<file path="config.mk">
export PLATFORM = sky130hd
export DESIGN_NAME = exp_arbiter
export DESIGN_NICKNAME = d
export VERILOG_FILES = /design/src/rtl/exp_arbiter.sv
export SDC_FILE = /design/constraint.sdc
export NUM_CORES = 1
export LEC_CHECK = 0
export ABC_AREA = 0
export BUFFER_PORTS_ARGS = -buffer_cell sky130_fd_sc_hd__buf_2
export CORE_ASPECT_RATIO = 1.75
export CORE_MARGIN = 2
export CORE_UTILIZATION = 40
export CTS_CLUSTER_DIAMETER = 120
export DETAILED_ROUTE_END_ITERATION = 8
export HOLD_SLACK_MARGIN = 0.03
export PLACE_DENSITY_LB_ADDON = 0.3
export SYNTH_ARGS = -nofsm -noshare
export SYNTH_HDL_FRONTEND = slang
export SYNTH_SLANG_ARGS = --single-unit
</file>
<file path="constraint.sdc">
create_clock -name clk -period 4.4 [get_ports clk]
set_clock_uncertainty 0.2 [all_clocks]
set_input_delay 0.88 -clock clk [delete_from_list [all_inputs] [get_ports clk]]
set_output_delay 0.88 -clock clk [all_outputs]
set_load 0.01 [all_outputs]
</file>
<file path="src/rtl/exp_arbiter.sv">
// Round-robin arbiter sharing one combinational fp16 exponential unit among
// NUM_REQ requesters, with a one-deep registered result stage, sticky flags and a grant counter.
module exp_arbiter #(
  parameter int NUM_REQ = 4,
  parameter int TAG_W   = 2
) (
  input  logic                    clk,
  input  logic                    rst_n,
  input  logic [NUM_REQ-1:0]      req_valid,
  input  logic [NUM_REQ*16-1:0]   req_data,
  output logic [NUM_REQ-1:0]      req_ready,
  output logic [15:0]             exp_a,
  input  logic [15:0]             exp_z,
  input  logic [7:0]              exp_status,
  output logic                    out_valid,
  input  logic                    out_ready,
  output logic [15:0]             out_data,
  output logic [TAG_W-1:0]        out_tag,
  output logic [7:0]              out_status,
  output logic [2:0]              err_sticky,
  input  logic                    err_clr,
  output logic [15:0]             op_count
);

  logic [TAG_W-1:0] last_q, last_d;
  logic             valid_q, valid_d;
  logic [15:0]      data_q, data_d;
  logic [TAG_W-1:0] tag_q, tag_d;
  logic [7:0]       status_q, status_d;
  logic [2:0]       err_q, err_d;
  logic [15:0]      cnt_q, cnt_d;

  logic [TAG_W-1:0] win_s;
  logic             found_s;
  logic             slot_free_s;
  logic             grant_s;
  int               idx_s;
  logic             hit_s;

  assign slot_free_s = !valid_q || out_ready;

  // Rotating priority search starting one past the last granted requester.
  always_comb begin
    win_s   = '0;
    found_s = 1'b0;
    idx_s   = 0;
    hit_s   = 1'b0;
    for (int k = 1; k <= NUM_REQ; k++) begin
      idx_s   = ((int'(last_q) + k) >= NUM_REQ) ? (int'(last_q) + k - NUM_REQ)
                                                 : (int'(last_q) + k);
      hit_s   = !found_s && req_valid[TAG_W'(idx_s)];
      win_s   = hit_s ? TAG_W'(idx_s) : win_s;
      found_s = found_s | hit_s;
    end
  end

  // Reset gates the grant so no requester is accepted while rst_n is low.
  assign grant_s   = rst_n && slot_free_s && found_s;
  assign req_ready = grant_s ? ({{(NUM_REQ-1){1'b0}}, 1'b1} << win_s) : {NUM_REQ{1'b0}};
  assign exp_a     = grant_s ? req_data[{win_s, 4'b0000} +: 16] : 16'h0000;

  // Next-state for the result stage, pointer, flags and counter.
  always_comb begin
    last_d   = grant_s ? win_s : last_q;
    valid_d  = grant_s ? 1'b1 : (out_ready ? 1'b0 : valid_q);
    data_d   = grant_s ? exp_z : data_q;
    tag_d    = grant_s ? win_s : tag_q;
    status_d = grant_s ? exp_status : status_q;
    cnt_d    = grant_s ? (cnt_q + 16'd1) : cnt_q;
    // Set has priority over a coincident clear.
    err_d    = (err_clr ? 3'b000 : err_q)
             | (grant_s ? {exp_status[4], exp_status[2], exp_status[1]} : 3'b000);
  end

  // State registers.
  always_ff @(posedge clk or negedge rst_n) begin
    if (!rst_n) begin
      last_q   <= TAG_W'(NUM_REQ - 1);
      valid_q  <= 1'b0;
      data_q   <= 16'h0000;
      tag_q    <= '0;
      status_q <= 8'h00;
      err_q    <= 3'b000;
      cnt_q    <= 16'h0000;
    end else begin
      last_q   <= last_d;
      valid_q  <= valid_d;
      data_q   <= data_d;
      tag_q    <= tag_d;
      status_q <= status_d;
      err_q    <= err_d;
      cnt_q    <= cnt_d;
    end
  end

  assign out_valid  = valid_q;
  assign out_data   = data_q;
  assign out_tag    = tag_q;
  assign out_status = status_q;
  assign err_sticky = err_q;
  assign op_count   = cnt_q;

endmodule

</file>
==> flow_summary.yaml, run 1 <==
critical_path:
  arrival_ps: 2460
  reg2regPathDepth: 6
  cp_max_fo: 37
  endpoint_kind: "output port"
  crit_path_end: "exp_a[13]"
  critPathLaunch: "req_valid[2]"
  rrSetupSlack_ps: 2310
  r2r_end: "op_count[15]"
  reg2reg_from: "out_valid"
  critPathKind: "in -> out"
  cp.required_ps: 3320
  start_kind: "primary input"
final_layout:
  fill_cells: 622
  antenna_cells: 0
  drive_gt1_share_pct: 44.9
  num-nets-final: 521
  layout_commonest_cell: "buf_2"
  utilization_pct: 56.5
  finalNonFillerCells: 505
  syn2layout_area_growth_pct: 36.1
  final_cell_area_um2: 3520
  layout_common_cells: "161 x buf_2, 87 x nand2_1, 46 x dfrtp_1"
clock_network:
  htree_levels: 2
  clock-sinks: 48
  cts_tree: "yes"
  cts_resized: 0
  insertion_delay_ps: 300
  cts-buffers-inserted: 5
  clk_path_buf_depth: 2
  post-cts-setup-buffers: 0
  clk_pin_slew_ps: 80
  cts_root_buffer: "clkbuf_8"
  cts_hold_buf: 0
job:
  cap_violations: 0
worst_hold_path:
  hold_path_depth: 2
  hold_class: "reg -> reg"
  min_from: "out_data[10]"
synth:
  yosys_warnings: 0
  synth_seq_cells: 48
  synth.distinct_cells: 34
  synth_ff_type: "dfrtp_1"
  postSynthAreaPerCell_um2: 9.76
  synth_enable_flop_cells: 0
  postSynthNetCount: 362
  synthCells: 265
  synth_area_um2: 2590
  synth-async-reset-ratio_pct: 100
  synth.yosys.seq_area_share_pct: 46.5
timing:
  holdWs_ps: 272
  setup_tns_ps: 0
  tightestPinTransition_ps: 593
  finalWorstSetupSlack_ps: 858
  relSlewSlack_pct: 60.4
  max_freq_mhz: 282
  hold_viol: 0
  finalSetupViolations: 0
  slew_violations: 0
  layout_min_cycle_time_ps: 3540
  layout_worst_path_cycle_share_pct: 80.5
  rsz0062_at_grt: "no"
route:
  met2_length_mm: 3.51
  wl_met3_um: 515
  drt_first_pass_iters: 4
  avgRoutedWirePerCell_um: 12.8
  vias: 2445
  maxUsedRoutingLayer: "met5"
  drtIter0Drc: 145
  ant_nets: 0
  routed_wl_mm: 6.48
  drt-met1-wl_mm: 2.28
  viasPerCell: 4.84
  route.detailed.drc: 0
global_route:
  antenna_found_initial: 1
  overflow: 0
  grt_pass1_vias: 2347
  grt_pass1_wl_mm: 10.0
  track_usage_pct: 18.4
  grt_max_degree: 49
power_and_ir_drop:
  powerDensity_nw_per_um2: 380
  vdd_drop_max_mv: 0.150
  total_power_mw: 1.34
  p_leak_nw: 2.02
floorplanning:
  fp.coreArea_um2: 6230
  die_height_um: 110
  boundaryPins: 162
  core.rowCount: 38
  start_util_pct: 41.5
  die_area_um2: 7150
  die_w_um: 64.8
place:
  place_congestion: 0.789
  dpl.hpwl_mm: 5.21
  placed_cell_area_um2: 3410
  post-place-ws_ps: 855
  io_buffers: 161
  place_inst: 497
outcome:
  status: "complete, no violations"
-- how the worst min path moves through the flow --
stage	to	slack [ps]
after CTS	out_data[6]	280
after detailed placement	out_data[6]	260
final	out_data[10]	270
after floorplan	last_q[0]	270
after global routing	op_count[15]	290
after global placement	op_count[15]	250
-- cells by family (layout without fill, tap and decap cells) --
group           count (synthesis)  count (layout)  share of synthesized area [%]
fa+ha+maj                       1               1                          0.484
buf+inv                        19             179                           5.51
mux                            33              33                           12.8
compound gates                 28              28                           9.58
xor+xnor                       15              15                           5.08
simple gates                  121             121                           20.0
flops                          48              48                           46.5
-- worst max-delay path, stage by stage --
cell	delay [ps]
buf_2	120
nand2b_1	150
o22a_1	230
o21ai_4	60
buf_4	460
mux2i_1	290
o22ai_2	90
buf_2	150
-- registers in the layout, summed over array words and instances (netlist names) --
signal and cells:
out_tag 2, err_sticky 3, out_status 8, last_q 2
out_data 16, out_valid 1, op_count 16
-- cells in the mapped netlist, types with 2 or more instances --
master | n | area share [%]
a21oi_1 | 3 | 0.58
and3_1 | 4 | 0.97
buf_12 | 3 | 2.3
buf_2 | 6 | 1.2
buf_4 | 2 | 0.58
dfrtp_1 | 46 | 45
dfstp_2 | 2 | 2.0
inv_1 | 6 | 0.87
mux2i_1 | 33 | 13
nand2_1 | 87 | 13
nand2b_1 | 5 | 1.2
nand3_1 | 6 | 1.2
nor2_1 | 10 | 1.5
nor3_1 | 3 | 0.58
o21ai_0 | 3 | 0.58
o22ai_1 | 6 | 1.5
o22ai_2 | 10 | 4.8
xnor2_1 | 10 | 3.4
xor2_1 | 5 | 1.7
-- final cells by class --
class / count / area, um2 / share of cell area (%)
multi-input cells: 198 / 1250 / 35.5
flip-flops and latches: 48 / 1200 / 34.2
repair buffers: 165 / 836 / 23.7
well taps: 80 / 100 / 2.84
clock buffers: 6 / 72.6 / 2.06
clock inverters: 2 / 35.0 / 0.995
inverters: 6 / 22.5 / 0.640
-- where the power goes --
part	leakage [nW]	internal, mW	switching, mW	total, mW
Combinational	1.37	0.210	0.245	0.455
Clock	0.0552	0.169	0.141	0.309
Sequential	0.596	0.515	0.0574	0.572
-- routing by layer --
layer	global-route usage, %	vias up
li1	-	1199
met1	18.5	1111
met2	34.5	123
met3	5.18	10
met4	8.51	2
met5	0	-
Note: power is estimated with default switching activity, not from simulation.
==> inputs of run 2 (changes only) <==
CORE_UTILIZATION = 39   (was 40)
clock period = 2.9 ns   (was 4.4 ns; I/O delays follow)
==> run 2 against run 1 <==
  * Sequential power up 53%
  * Critical endpoint is now exp_a[9]
  * Critical path depth unchanged
  * Sequential share of layout area down 2.4 points
  * Largest cell class unchanged
  * Largest power group unchanged
  * Critical path type is now reg -> out
  * Highest routed layer is now met4
  * Flip-flop and latch count unchanged
==> flow_summary.yaml, run 2 (synthesis gave the netlist of run 1 again) <==
power_and_ir_drop:
  vdd_drop_max_mv: 0.258
  total_power_mw: 2.35
  p_leak_nw: 2.11
  powerDensity_nw_per_um2: 619
global_route:
  grt_pass1_vias: 2525
  overflow: 0
  track_usage_pct: 19.5
  grt_pass1_wl_mm: 11.0
  grt_max_degree: 49
  antenna_found_initial: 0
clock_network:
  cts_tree: "yes"
  cts_root_buffer: "clkbuf_16"
  insertion_delay_ps: 280
  htree_levels: 2
  clk_pin_slew_ps: 60
  cts-buffers-inserted: 5
  cts_hold_buf: 0
  clk_path_buf_depth: 2
  clock-sinks: 48
timing:
  layout_worst_path_cycle_share_pct: 99.9
  hold_viol: 0
  relSlewSlack_pct: 60.1
  slew_violations: 0
  finalSetupViolations: 0
  holdWs_ps: 247
  max_freq_mhz: 345
  finalWorstSetupSlack_ps: 1.90
  rsz0062_at_grt: "yes"
  layout_min_cycle_time_ps: 2900
  tightestPinTransition_ps: 599
route:
  viasPerCell: 4.85
  drt_first_pass_iters: 3
  avgRoutedWirePerCell_um: 14.0
  drtIter0Drc: 147
  routed_wl_mm: 7.23
  route.detailed.drc: 0
  vias: 2510
  ant_nets: 0
final_layout:
  syn2layout_area_growth_pct: 46.5
  num-nets-final: 532
  antenna_cells: 0
  layout_commonest_cell: "buf_2"
  layout_common_cells: "161 x buf_2, 87 x nand2_1, 46 x dfrtp_1"
  utilization_pct: 58.4
  drive_gt1_share_pct: 48.4
critical_path:
  cp_max_fo: 9
  critPathKind: "reg -> out"
  cp.required_ps: 2120
  start_kind: "flop"
  endpoint_kind: "output port"
  arrival_ps: 2120
  rrSetupSlack_ps: 1040
floorplanning:
  die_area_um2: 7320
  core.rowCount: 39
  boundaryPins: 162
  start_util_pct: 39.8
  fp.coreArea_um2: 6490
  die_w_um: 65.6
  die_height_um: 112
place:
  dpl.hpwl_mm: 5.57
  place_congestion: 0.780
  io_buffers: 161
  post-place-ws_ps: 50.2
outcome:
  status: "complete, no violations"
job:
  cap_violations: 0
worst_hold_path:
  hold_class: "in -> async"
==> run 2: cell count changes in the layout (fill, tap and decap cells not counted) <==
cell / before / now
clkbuf_8: 5 / 0
buf_12: 0 / 2
mux2i_2: 0 / 6
mux2i_4: 0 / 3
buf_4: 4 / 9
mux2i_1: 33 / 24
buf_6: 0 / 2
clkbuf_16: 0 / 7
==> run 2: metrics by stage <==
stage               instance area, um2  instances  setup TNS [ps]
floorplan                         2590        265               0
global placement                  3460        503               0
detailed placement                3460        503               0
CTS                               3640        513           -1.19
global route                      3790        518            -654
finish                            3790        518               0
==> run 2: power breakdown <==
group	leakage (nW)	switching [mW]	internal, mW
clock network	0.0808	0.236	0.405
logic	1.44	0.411	0.418
registers	0.596	0.0940	0.782
==> run 2: critical path, cell delays in order (launching register included) <==
cell and delay, ps:
dfstp_2 590, mux2i_1 190, o22a_1 180, o21ai_4 70
buf_12 150, clkbuf_16 160, mux2i_1 210, o22ai_2 110
buf_2 160
==> run 2: area by class of cell <==
| cell class | instances | area [um2] |
|---|---|---|
| flip-flops and latches | 48 | 1200 |
| inverters | 6 | 22.5 |
| well taps | 82 | 103 |
| repair buffers | 176 | 986 |
| clock buffers | 6 | 129 |
| multi-input cells | 198 | 1310 |
| clock inverters | 2 | 35.0 |
| fillers | 611 | 2700 |
==> run 2: repair_timing <==
action                                  CTS  global route
gates resized for setup                   0            13
endpoints found under the setup margin    6            15
cloned                                    0             3
setup buffers                             2             3
pin swaps                                 1             8
==> run 2: final timing paths <==
| path | startpoint | end | cells past startpoint |
|---|---|---|---|
| min in group clk | op_count[15] | op_count[15] | 1 |
| setup / recovery | last_q[1] | exp_a[9] | 8 |
| setup reg to reg | out_valid | op_count[15] | 6 |
| hold / removal | rst_n | out_tag[0] | 2 |
| max in group asynchronous | rst_n | err_sticky[0] | 2 |
| hold reg to reg | op_count[15] | op_count[15] | 1 |
==> run 2: per-layer routing <==
metal | GRT usage, % | part of all wire (%) | vias to the layer above
met4 | 6.67 | 1.6 | 0
met1 | 19.0 | 35 | 1161
met2 | 39.0 | 57 | 120
met5 | 0 | 0 | -
li1 | - | - | 1221
met3 | 3.23 | 6.3 | 8
==> inputs of run 3 (changes only) <==
CORE_UTILIZATION = 40   (was 39)
clock period = 3.7 ns   (was 2.9 ns; I/O delays follow)
==> run 3 against run 2 <==
  * Sequential power shrank 22%
  * Core utilization shrank 1.9 points
  * First-iteration DRC count grew 1.4%
  * Non-clock buffer count shrank 11
  * Critical path depth is the same
  * Wire length shrank 6.8%
  * Sequential share of layout area grew 2.5 points
  * Die area shrank 2.4%
  * Combinational power shrank 34%
  * Critical path type is now in -> out
  * Critical endpoint is now exp_a[8]
  * Largest power group unchanged
==> flow_summary.yaml, run 3 (synthesis gave the netlist of run 1 again) <==
outcome:
  status: "complete, no violations"
global_route:
  overflow: 0
  antenna_found_initial: 0
  grt_pass1_vias: 2410
  track_usage_pct: 19.4
  grt_max_degree: 49
  grt_pass1_wl_mm: 10.6
route:
  route.detailed.drc: 0
  ant_nets: 0
  maxUsedRoutingLayer: "met4"
  drt-met1-wl_mm: 2.42
  met2_length_mm: 3.69
  avgRoutedWirePerCell_um: 13.3
  vias: 2459
  drtIter0Drc: 149
  routed_wl_mm: 6.74
  viasPerCell: 4.87
  drt_first_pass_iters: 4
  wl_met3_um: 516
final_layout:
  syn2layout_area_growth_pct: 36.0
  drive_gt1_share_pct: 45.2
  num-nets-final: 521
  finalNonFillerCells: 505
  layout_common_cells: "161 x buf_2, 87 x nand2_1, 46 x dfrtp_1"
  antenna_cells: 0
  layout_commonest_cell: "buf_2"
critical_path:
  cp.required_ps: 2760
  start_kind: "primary input"
  critPathKind: "in -> out"
  cp_max_fo: 31
  arrival_ps: 2270
  endpoint_kind: "output port"
timing:
  layout_worst_path_cycle_share_pct: 86.6
  finalSetupViolations: 0
  rsz0062_at_grt: "no"
  finalWorstSetupSlack_ps: 495
  tightestPinTransition_ps: 594
  slew_violations: 0
  relSlewSlack_pct: 60.4
  layout_min_cycle_time_ps: 3210
  hold_viol: 0
  holdWs_ps: 261
  max_freq_mhz: 312
  setup_tns_ps: 0
clock_network:
  htree_levels: 2
  cts-buffers-inserted: 5
  insertion_delay_ps: 300
  post-cts-setup-buffers: 0
  cts_root_buffer: "clkbuf_8"
  clk_pin_slew_ps: 80
  clock-sinks: 48
  cts_tree: "yes"
  clk_path_buf_depth: 2
  cts_hold_buf: 0
  cts_resized: 0
power_and_ir_drop:
  p_leak_nw: 2.02
  vdd_drop_max_mv: 0.182
  powerDensity_nw_per_um2: 441
  total_power_mw: 1.55
place:
  place_inst: 497
  post-place-ws_ps: 486
  io_buffers: 161
  dpl.hpwl_mm: 5.39
  place_congestion: 0.804
job:
  cap_violations: 0
floorplanning:
  die_height_um: 110
  die_w_um: 64.8
  start_util_pct: 41.5
  fp.coreArea_um2: 6230
  core.rowCount: 38
  die_area_um2: 7150
  boundaryPins: 162
worst_hold_path:
  hold_class: "reg -> reg"
[run 3: changes by cell type in the layout (fill, tap and decap cells not counted), moves of 2 or more]
cell / before / now
buf_6: 2 / 0
buf_4: 9 / 3
mux2i_4: 3 / 0
clkbuf_8: 0 / 6
mux2i_1: 24 / 33
clkbuf_16: 7 / 0
mux2i_2: 6 / 0
[run 3: worst paths after layout]
check / startpoint / endpoint / cells after the start / slack (ps)
hold / removal: op_count[15] / op_count[15] / 1 / 260
min in group asynchronous: rst_n / out_data[8] / 2 / 400
setup reg to reg: out_valid / op_count[15] / 6 / 1590
max in group asynchronous: rst_n / out_valid / 2 / 2510
setup / recovery: req_valid[2] / exp_a[8] / 8 / 490
hold reg to reg: op_count[15] / op_count[15] / 1 / 260
[run 3: per-stage QoR]
step	instance area (um2)	utilization, %
2_1_floorplan	2590	-
3_3_place_gp	3420	55.0
3_5_place_dp	3420	55.0
4_1_cts	3520	56.5
5_1_grt	3520	56.5
6_report	3520	56.5
[run 3: worst max-delay path, stage by stage]
cell	delay (ps)
buf_2	120
nand2b_1	150
a21boi_1	150
o21ai_4	310
buf_12	270
mux2i_1	260
o22ai_2	100
buf_2	160
[run 3: layer usage]
layer  global-route usage, %  vias to the layer above
li1                        -                     1203
met4                    7.75                        0
met1                    20.3                     1128
met2                    37.6                      121
met3                    3.05                        7
met5                       0                        -
[run 3: power breakdown]
| group | switching [mW] | internal [mW] |
|---|---|---|
| Clock | 0.169 | 0.149 |
| Combinational | 0.293 | 0.256 |
| Sequential | 0.0711 | 0.612 |
[run 3: final cells by class]
class	instances	area [um2]
Multi-Input combinational cell	198	1250
Clock buffer	6	82.6
Timing Repair Buffer	165	848
Inverter	6	22.5
Tap cell	80	100
Fill cell	594	2710
Clock inverter	2	10.0
Sequential cell	48	1200
